<file path="src/rtl/trap_controller_if.sv">
`default_nettype none
// ============================================================================
//  Module      : trap_controller_if
//  Description : CSR-side bundle of the machine-mode trap sequencer. It holds
//                the current CSR contents read by the sequencer, the CSR write
//                port it drives, and the registered pending-interrupt bits.
//  Ports       : mstatus, mie, mtvec, mepc  - CSR contents (to sequencer)
//                csr_we, csr_waddr, csr_wdata - CSR write port (from sequencer)
//                mip                          - pending bits (from sequencer)
//  Revision    : 1.0 - initial release
// ============================================================================
interface trap_controller_if;
  logic [31:0] mstatus;
  logic [31:0] mie;
  logic [31:0] mtvec;
  logic [31:0] mepc;
  logic        csr_we;
  logic [11:0] csr_waddr;
  logic [31:0] csr_wdata;
  logic [31:0] mip;

  // Trap sequencer side
  modport master (
    input  mstatus, mie, mtvec, mepc,
    output csr_we, csr_waddr, csr_wdata, mip
  );

  // CSR register file side
  modport slave (
    output mstatus, mie, mtvec, mepc,
    input  csr_we, csr_waddr, csr_wdata, mip
  );
endinterface
`default_nettype wire

</file>
<file path="src/rtl/trap_controller.sv">
`default_nettype none
// ============================================================================
//  Module      : trap_controller
//  Description : Machine-mode trap sequencer. Accepts one exception, MRET or
//                interrupt at a time from IDLE, stalls/flushes the pipeline,
//                writes MEPC/MCAUSE/MSTATUS in a fixed sequence and redirects
//                fetch to the trap vector (or to MEPC for MRET).
//  Ports       : clk, rst                 - clock, sync active-high reset
//                irq_ext/irq_timer/irq_sw - level interrupt lines
//                exc_valid/exc_cause/exc_pc - commit-point exception
//                is_mret                  - MRET at commit
//                pc/pc_valid              - instruction at commit
//                csr                      - CSR bundle (trap_controller_if)
//                stall/flush/redirect/redirect_pc/busy - pipeline control
//  Revision    : 1.0 - initial release
// ============================================================================
module trap_controller #(
  parameter bit VECTORED = 1'b1
) (
  input  wire logic                     clk,
  input  wire logic                     rst,
  input  wire logic                     irq_ext,
  input  wire logic                     irq_timer,
  input  wire logic                     irq_sw,
  input  wire logic                     exc_valid,
  input  wire logic [3:0]               exc_cause,
  input  wire logic [31:0]              exc_pc,
  input  wire logic                     is_mret,
  input  wire logic [31:0]              pc,
  input  wire logic                     pc_valid,
  trap_controller_if.master             csr,
  output logic                          stall,
  output logic                          flush,
  output logic                          redirect,
  output logic [31:0]                   redirect_pc,
  output logic                          busy
);

  localparam logic [2:0] S_IDLE        = 3'd0;
  localparam logic [2:0] S_SAVE_EPC    = 3'd1;
  localparam logic [2:0] S_SAVE_CAUSE  = 3'd2;
  localparam logic [2:0] S_SAVE_STATUS = 3'd3;
  localparam logic [2:0] S_MRET_STATUS = 3'd4;
  localparam logic [2:0] S_REDIRECT    = 3'd5;

  localparam logic [11:0] ADDR_MSTATUS = 12'h300;
  localparam logic [11:0] ADDR_MEPC    = 12'h341;
  localparam logic [11:0] ADDR_MCAUSE  = 12'h342;

  logic [2:0]  state;
  logic [2:0]  state_nxt;
  logic [31:0] pending;
  logic [31:0] saved_cause;
  logic [31:0] saved_epc;
  logic        saved_mret;

  logic [31:0] enabled;
  logic        irq_take;
  logic [3:0]  irq_code;
  logic        acc_exc;
  logic        acc_mret;
  logic        acc_irq;
  logic        vec_en;
  logic [31:0] trap_target;

  // Registered pending bits: interrupt decisions see one cycle of latency.
  always_ff @(posedge clk) begin
    if (rst) begin
      pending <= 32'd0;
    end else begin
      pending <= {20'd0, irq_ext, 3'd0, irq_timer, 3'd0, irq_sw, 3'd0};
    end
  end

  assign csr.mip = pending;

  // Event selection in IDLE: exception > MRET > interrupt (ext > sw > timer).
  assign enabled  = pending & csr.mie;
  assign irq_take = csr.mstatus[3] && pc_valid && (enabled != 32'd0);
  assign irq_code = enabled[11] ? 4'd11 : (enabled[3] ? 4'd3 : 4'd7);
  assign acc_exc  = exc_valid;
  assign acc_mret = !exc_valid && is_mret;
  assign acc_irq  = !exc_valid && !is_mret && irq_take;

  // Event context captured only on accept; busy cycles leave it untouched.
  always_ff @(posedge clk) begin
    if (rst) begin
      saved_cause <= 32'd0;
      saved_epc   <= 32'd0;
      saved_mret  <= 1'b0;
    end else if (state == S_IDLE) begin
      if (acc_exc) begin
        saved_cause <= {28'd0, exc_cause};
        saved_epc   <= {exc_pc[31:2], 2'b00};
        saved_mret  <= 1'b0;
      end else if (acc_mret) begin
        saved_mret  <= 1'b1;
      end else if (acc_irq) begin
        saved_cause <= {1'b1, 27'd0, irq_code};
        saved_epc   <= {pc[31:2], 2'b00};
        saved_mret  <= 1'b0;
      end
    end
  end

  // State register
  always_ff @(posedge clk) begin
    if (rst) begin
      state <= S_IDLE;
    end else begin
      state <= state_nxt;
    end
  end

  // Next-state logic
  always_comb begin
    state_nxt = state;
    case (state)
      S_IDLE: begin
        if (acc_exc || acc_irq) begin
          state_nxt = S_SAVE_EPC;
        end else if (acc_mret) begin
          state_nxt = S_MRET_STATUS;
        end
      end
      S_SAVE_EPC:    state_nxt = S_SAVE_CAUSE;
      S_SAVE_CAUSE:  state_nxt = S_SAVE_STATUS;
      S_SAVE_STATUS: state_nxt = S_REDIRECT;
      S_MRET_STATUS: state_nxt = S_REDIRECT;
      S_REDIRECT:    state_nxt = S_IDLE;
      default:       state_nxt = S_IDLE;
    endcase
  end

  // Vectoring applies to interrupts only, and only in vectored MTVEC mode.
  assign vec_en      = VECTORED && saved_cause[31] && (csr.mtvec[1:0] == 2'b01);
  assign trap_target = {csr.mtvec[31:2], 2'b00} +
                       (vec_en ? {26'd0, saved_cause[3:0], 2'b00} : 32'd0);

  // Output logic
  always_comb begin
    csr.csr_we    = 1'b0;
    csr.csr_waddr = 12'd0;
    csr.csr_wdata = 32'd0;
    flush         = 1'b0;
    redirect      = 1'b0;
    redirect_pc   = 32'd0;
    busy          = (state != S_IDLE);
    stall         = (state != S_IDLE);
    case (state)
      S_SAVE_EPC: begin
        flush         = 1'b1;
        csr.csr_we    = 1'b1;
        csr.csr_waddr = ADDR_MEPC;
        csr.csr_wdata = saved_epc;
      end
      S_SAVE_CAUSE: begin
        csr.csr_we    = 1'b1;
        csr.csr_waddr = ADDR_MCAUSE;
        csr.csr_wdata = saved_cause;
      end
      S_SAVE_STATUS: begin
        // MPIE <= MIE, MIE <= 0, MPP <= M; mstatus is still pre-trap here.
        csr.csr_we    = 1'b1;
        csr.csr_waddr = ADDR_MSTATUS;
        csr.csr_wdata = {csr.mstatus[31:13], 2'b11, csr.mstatus[10:8],
                         csr.mstatus[3], csr.mstatus[6:4], 1'b0,
                         csr.mstatus[2:0]};
      end
      S_MRET_STATUS: begin
        // MIE <= MPIE, MPIE <= 1, MPP <= M.
        flush         = 1'b1;
        csr.csr_we    = 1'b1;
        csr.csr_waddr = ADDR_MSTATUS;
        csr.csr_wdata = {csr.mstatus[31:13], 2'b11, csr.mstatus[10:8],
                         1'b1, csr.mstatus[6:4], csr.mstatus[7],
                         csr.mstatus[2:0]};
      end
      S_REDIRECT: begin
        redirect    = 1'b1;
        redirect_pc = saved_mret ? csr.mepc : trap_target;
      end
      default: ;
    endcase
  end

endmodule
`default_nettype wire
</file>
<file path="src/flat_wrapper.sv">
// flat-port wrapper written by rule: the top's interface ports become plain ports
module trap_controller_flat 
#(
  parameter bit VECTORED = 1'b1
)
  (clk, rst, irq_ext, irq_timer, irq_sw, exc_valid, exc_cause, exc_pc, is_mret, pc, pc_valid, stall, flush, redirect, redirect_pc, busy, csr_mstatus, csr_mie, csr_mtvec, csr_mepc, csr_csr_we, csr_csr_waddr, csr_csr_wdata, csr_mip);
  trap_controller_if csr_i ();
  input  wire logic clk;
  input  wire logic rst;
  input  wire logic irq_ext;
  input  wire logic irq_timer;
  input  wire logic irq_sw;
  input  wire logic exc_valid;
  input  wire logic [3:0] exc_cause;
  input  wire logic [31:0] exc_pc;
  input  wire logic is_mret;
  input  wire logic [31:0] pc;
  input  wire logic pc_valid;
  output logic stall;
  output logic flush;
  output logic redirect;
  output logic [31:0] redirect_pc;
  output logic busy;
  input wire logic [$bits(csr_i.mstatus)-1:0] csr_mstatus;
  input wire logic [$bits(csr_i.mie)-1:0] csr_mie;
  input wire logic [$bits(csr_i.mtvec)-1:0] csr_mtvec;
  input wire logic [$bits(csr_i.mepc)-1:0] csr_mepc;
  output wire logic [$bits(csr_i.csr_we)-1:0] csr_csr_we;
  output wire logic [$bits(csr_i.csr_waddr)-1:0] csr_csr_waddr;
  output wire logic [$bits(csr_i.csr_wdata)-1:0] csr_csr_wdata;
  output wire logic [$bits(csr_i.mip)-1:0] csr_mip;
  assign csr_i.mstatus = csr_mstatus;
  assign csr_i.mie = csr_mie;
  assign csr_i.mtvec = csr_mtvec;
  assign csr_i.mepc = csr_mepc;
  assign csr_csr_we = csr_i.csr_we;
  assign csr_csr_waddr = csr_i.csr_waddr;
  assign csr_csr_wdata = csr_i.csr_wdata;
  assign csr_mip = csr_i.mip;
  trap_controller #(.VECTORED(VECTORED)) u_core (.clk(clk), .rst(rst), .irq_ext(irq_ext), .irq_timer(irq_timer), .irq_sw(irq_sw), .exc_valid(exc_valid), .exc_cause(exc_cause), .exc_pc(exc_pc), .is_mret(is_mret), .pc(pc), .pc_valid(pc_valid), .csr(csr_i), .stall(stall), .flush(flush), .redirect(redirect), .redirect_pc(redirect_pc), .busy(busy));
endmodule
</file>
<file path="config.mk">
export PLATFORM = sky130hd
export DESIGN_NAME = trap_controller_flat
export DESIGN_NICKNAME = d
export VERILOG_FILES = /design/src/rtl/trap_controller_if.sv /design/src/rtl/trap_controller.sv /design/src/flat_wrapper.sv
export SDC_FILE = /design/constraint.sdc
export NUM_CORES = 1
export LEC_CHECK = 0
export ABC_AREA = 1
export CAP_MARGIN = 20
export CORE_AREA = 5 5 121 123
export DETAILED_ROUTE_END_ITERATION = 6
export DIE_AREA = 0 0 126 128
export PLACE_DENSITY = 0.72
export REMOVE_ABC_BUFFERS = 1
export SLEW_MARGIN = 40
export SYNTH_ARGS = -nofsm -noshare
export SYNTH_HDL_FRONTEND = slang
export SYNTH_SLANG_ARGS = --single-unit
</file>
<file path="constraint.sdc">
create_clock -name clk -period 7 [get_ports clk]
set_clock_uncertainty 0.2 [all_clocks]
set_input_delay 1.4 -clock clk [delete_from_list [all_inputs] [get_ports clk]]
set_output_delay 1.4 -clock clk [all_outputs]
set_load 0.05 [all_outputs]
</file>
==> out/results.tsv <==
stage	metric	value	unit
sta	finalCritPeriodShare	84.8	%
power	leakage	2.97	nW
setup_path	crit_type	input pin to output pin	
clocking	cts_tree	done	
sta	setup_tns	0	ps
clocking	clock-sinks	42	
layout	fin_util	48.7	%
worst_hold_path	hold_path.class	flip-flop to flip-flop	
yosys	synth.largest_area_cell	nand2_1	
grt	antenna_found_initial	2	
power	pwr-share-clk	11.7	%
detailed_routing	via_per_inst	4.47	
setup_path	worstPathCellList	clkdlybuf4s50_1 -> nor2_1 -> nand2_1 -> nor2_1 -> ha_1 -> fa_1 -> nand2_1 -> nand3_1 -> nand2_1 -> nor2_2 -> a21oi_1 -> o21ai_0 -> nand2_1 -> clkdlybuf4s50_1	
sta	rsz0062_at_grt	no	
clocking	ctsHoldBuffers	0	
layout	final_cell_area	6610	sq um
grt	track_usage	18.7	%
floorplan	core	13600	sq um
clocking	cts_max_level	2	
sta	maxSlewViolCount	0	
clocking	post_cts_resize_count	0	
layout	multi_input_area	2570	sq um
sta	setup_violations	0	
detailed_routing	vias	5106	
detailed_routing	highest_layer	met5	
detailed_routing	met2_length	7710	um
yosys	synth-simple-area-share	40.3	%
clocking	clock_path_buffers	2	
layout	final_nets	1170	
setup_path	crit_family	buffers and inverters	
power	p_seq_share	17.0	%
grt	grt_start_max_net_pins	67	
job	maxCapViolCount	0	
yosys	post-synth-top-count-cell	nand2_1	
detailed_routing	postRouteAntennaNets	0	
floorplan	pin_count	317	
setup_path	arrival	4340	ps
yosys	synth_adder_area_share	1.72	%
setup_path	cp.required	5400	ps
setup_path	worstPathMaxFanout	6	
sta	finalHoldViolCount	0	
placed_design	dp_slack	1020	ps
yosys	yosys-top-cells-count	nand2_1, inv_1, nor2_1	
yosys	synth.area.top_cells	nand2_1, dfxtp_1, inv_1	
detailed_routing	dr.pass1.iters	5	
floorplan	die_h	128	um
setup_path	cp_slowest_cell	clkdlybuf4s50_1	
clocking	clock_latency	280	ps
power	p_int	0.000897	W
placed_design	dpl.hpwl	12900	um
yosys	ys_seq_area_share	20.7	%
layout	drive_gt1_share	3.33	%
floorplan	die_area	16100	sq um
detailed_routing	routed_wl	15900	um
setup_path	path_buf_inv	2	
power	powerDensity	302	nW/um^2
status	status	completed	
grt	grt_pass1_wl	24300	um
yosys	ys.flop_type	dfxtp_1	
yosys	yosysWarnings	0	
floorplan	initial_core_util	30.0	%
yosys	synth_top_family_by_area	simple AND/OR/NAND/NOR gates	
clocking	post_cts_buffers	0	
setup_path	worstSetupStartpointType	input pin	
power	combPwrFrac	71.3	%
power	p_sw	0.00110	W
clocking	cts_inserted_buffers	5	
yosys	synth_edf_count	0	
sta	clock.fmax	168	MHz
yosys	synth_compound_area_share	17.3	%
yosys	ys_ff_latch	42	
yosys	synthDistinctLibCells	36	
yosys	synth_top_cell_area_share	23.5	%
yosys	synthCells	739	
placed_design	port_buffers	245	
detailed_routing	drcViolationCount	0	
detailed_routing	met3WireLength	1690	um
detailed_routing	met1_length	6240	um
sta	worst_slew_pin_slew	867	ps
power	peakVddDrop	353	uV
power	swShare	55.1	%
power	total_power	0.00200	W
yosys	synth_xor_area_share	0.646	%
sta	slew_headroom	42.0	%
placed_design	gp_congestion	0.911	
sta	min_period	5940	ps
layout	area_growth	62.5	%
floorplan	floorplan.rows	43	
detailed_routing	drt-wirelength-per-cell	13.9	um
placed_design	place_area	6460	sq um
yosys	avgSynthCellArea	5.50	sq um
grt	grt_pass1_vias	4799	
floorplan	die_w	126	um
yosys	synth_area	4070	sq um
sta	timing.final.ws_setup	1060	ps
layout	regArea	841	sq um
setup_path	end_kind	output pin	
layout	nFillCells	1450	
yosys	muxShareOfSynthArea	0	%
clocking	cts_root_buf	clkbuf_16	
grt	gr-total-overflow	0	
setup_path	critPathMostFrequentCell	nand2_1	
yosys	async_flop_share	0	%
setup_path	cp_slowest_stage_delay	790	ps
detailed_routing	drt_iter0_drc	191	
clocking	clk_pin_slew	60	ps
## power groups by stage
stage / clock (W) / combinational, W / sequential, W
after floorplan: 0 / 0.000906 / 0.000342
after global placement: 0 / 0.00143 / 0.000342
after detailed placement: 0 / 0.00143 / 0.000344
after CTS: 0.000239 / 0.00144 / 0.000340
after global routing: 0.000251 / 0.00152 / 0.000346
final: 0.000234 / 0.00142 / 0.000340
## worst min-delay path, delay by kind of cell, from the launching register on
kind	cells	cell delay, ps
flip-flops	1	300
buffers and inverters	1	60
AO/OA/AOI/OAI	1	50
## worst paths after layout
check	startpoint	end	slack (ps)	cells after the start
worst max-delay path	csr_mtvec[1]	redirect_pc[14]	1060	14
worst min register to register	u_core.saved_epc[31]	u_core.saved_epc[31]	250	2
worst min-delay path	u_core.saved_epc[31]	u_core.saved_epc[31]	250	2
worst max register to register	u_core.csr.mip[11]	u_core.saved_epc[12]	4970	8
## layer usage
metal | global-route usage (%) | up-vias
li1 | - | 2691
met2 | 33.1 | 199
met3 | 7.29 | 16
met5 | 0 | -
met1 | 20.9 | 2198
met4 | 5.36 | 2
## kinds of logic after synthesis
family,after synthesis
buffers and inverters,158
and+or+nand+nor,397
DFF,42
adders and majority gates,5
AOI/OAI and AO/OA,133
xor gates and xnor gates,3
other,1
## stage by stage
step / hold WS, ps / std cells
finish: 255 / 1143
global route: 265 / 1143
CTS: 254 / 1142
detailed placement: 244 / 1134
global placement: 236 / 1134
floorplan: 227 / 705
## flip-flops by register name, indices dropped and copies added (netlist names)
register            cells
u_core.csr.mip          3
u_core.saved_mret       1
u_core.saved_epc       30
u_core.state            3
u_core.saved_cause      5
## cell type report
class                   instances  area share (%)
multi-input cells             574            39.0
well taps                     180            3.41
clock inverters                 1          0.0758
repair buffers                249            37.6
flip-flops and latches         42            12.7
inverters                      89            5.06
clock buffers                   7            2.16
diodes                          1          0.0379
## cells in the final DEF (no fill, tap or decap), types with 4 or more instances in the layout
cell,count
a21oi_1,42
buf_4,4
clkbuf_16,5
clkdlybuf4s50_1,245
conb_1,36
dfxtp_1,42
ha_1,4
inv_1,82
inv_2,7
nand2_1,255
nand3_1,29
nand3b_1,8
nand4_1,6
nor2_1,80
nor2_2,4
o21ai_0,61
o21ai_1,18
o221ai_1,4
Note: power is estimated with default switching activity, not from simulation.
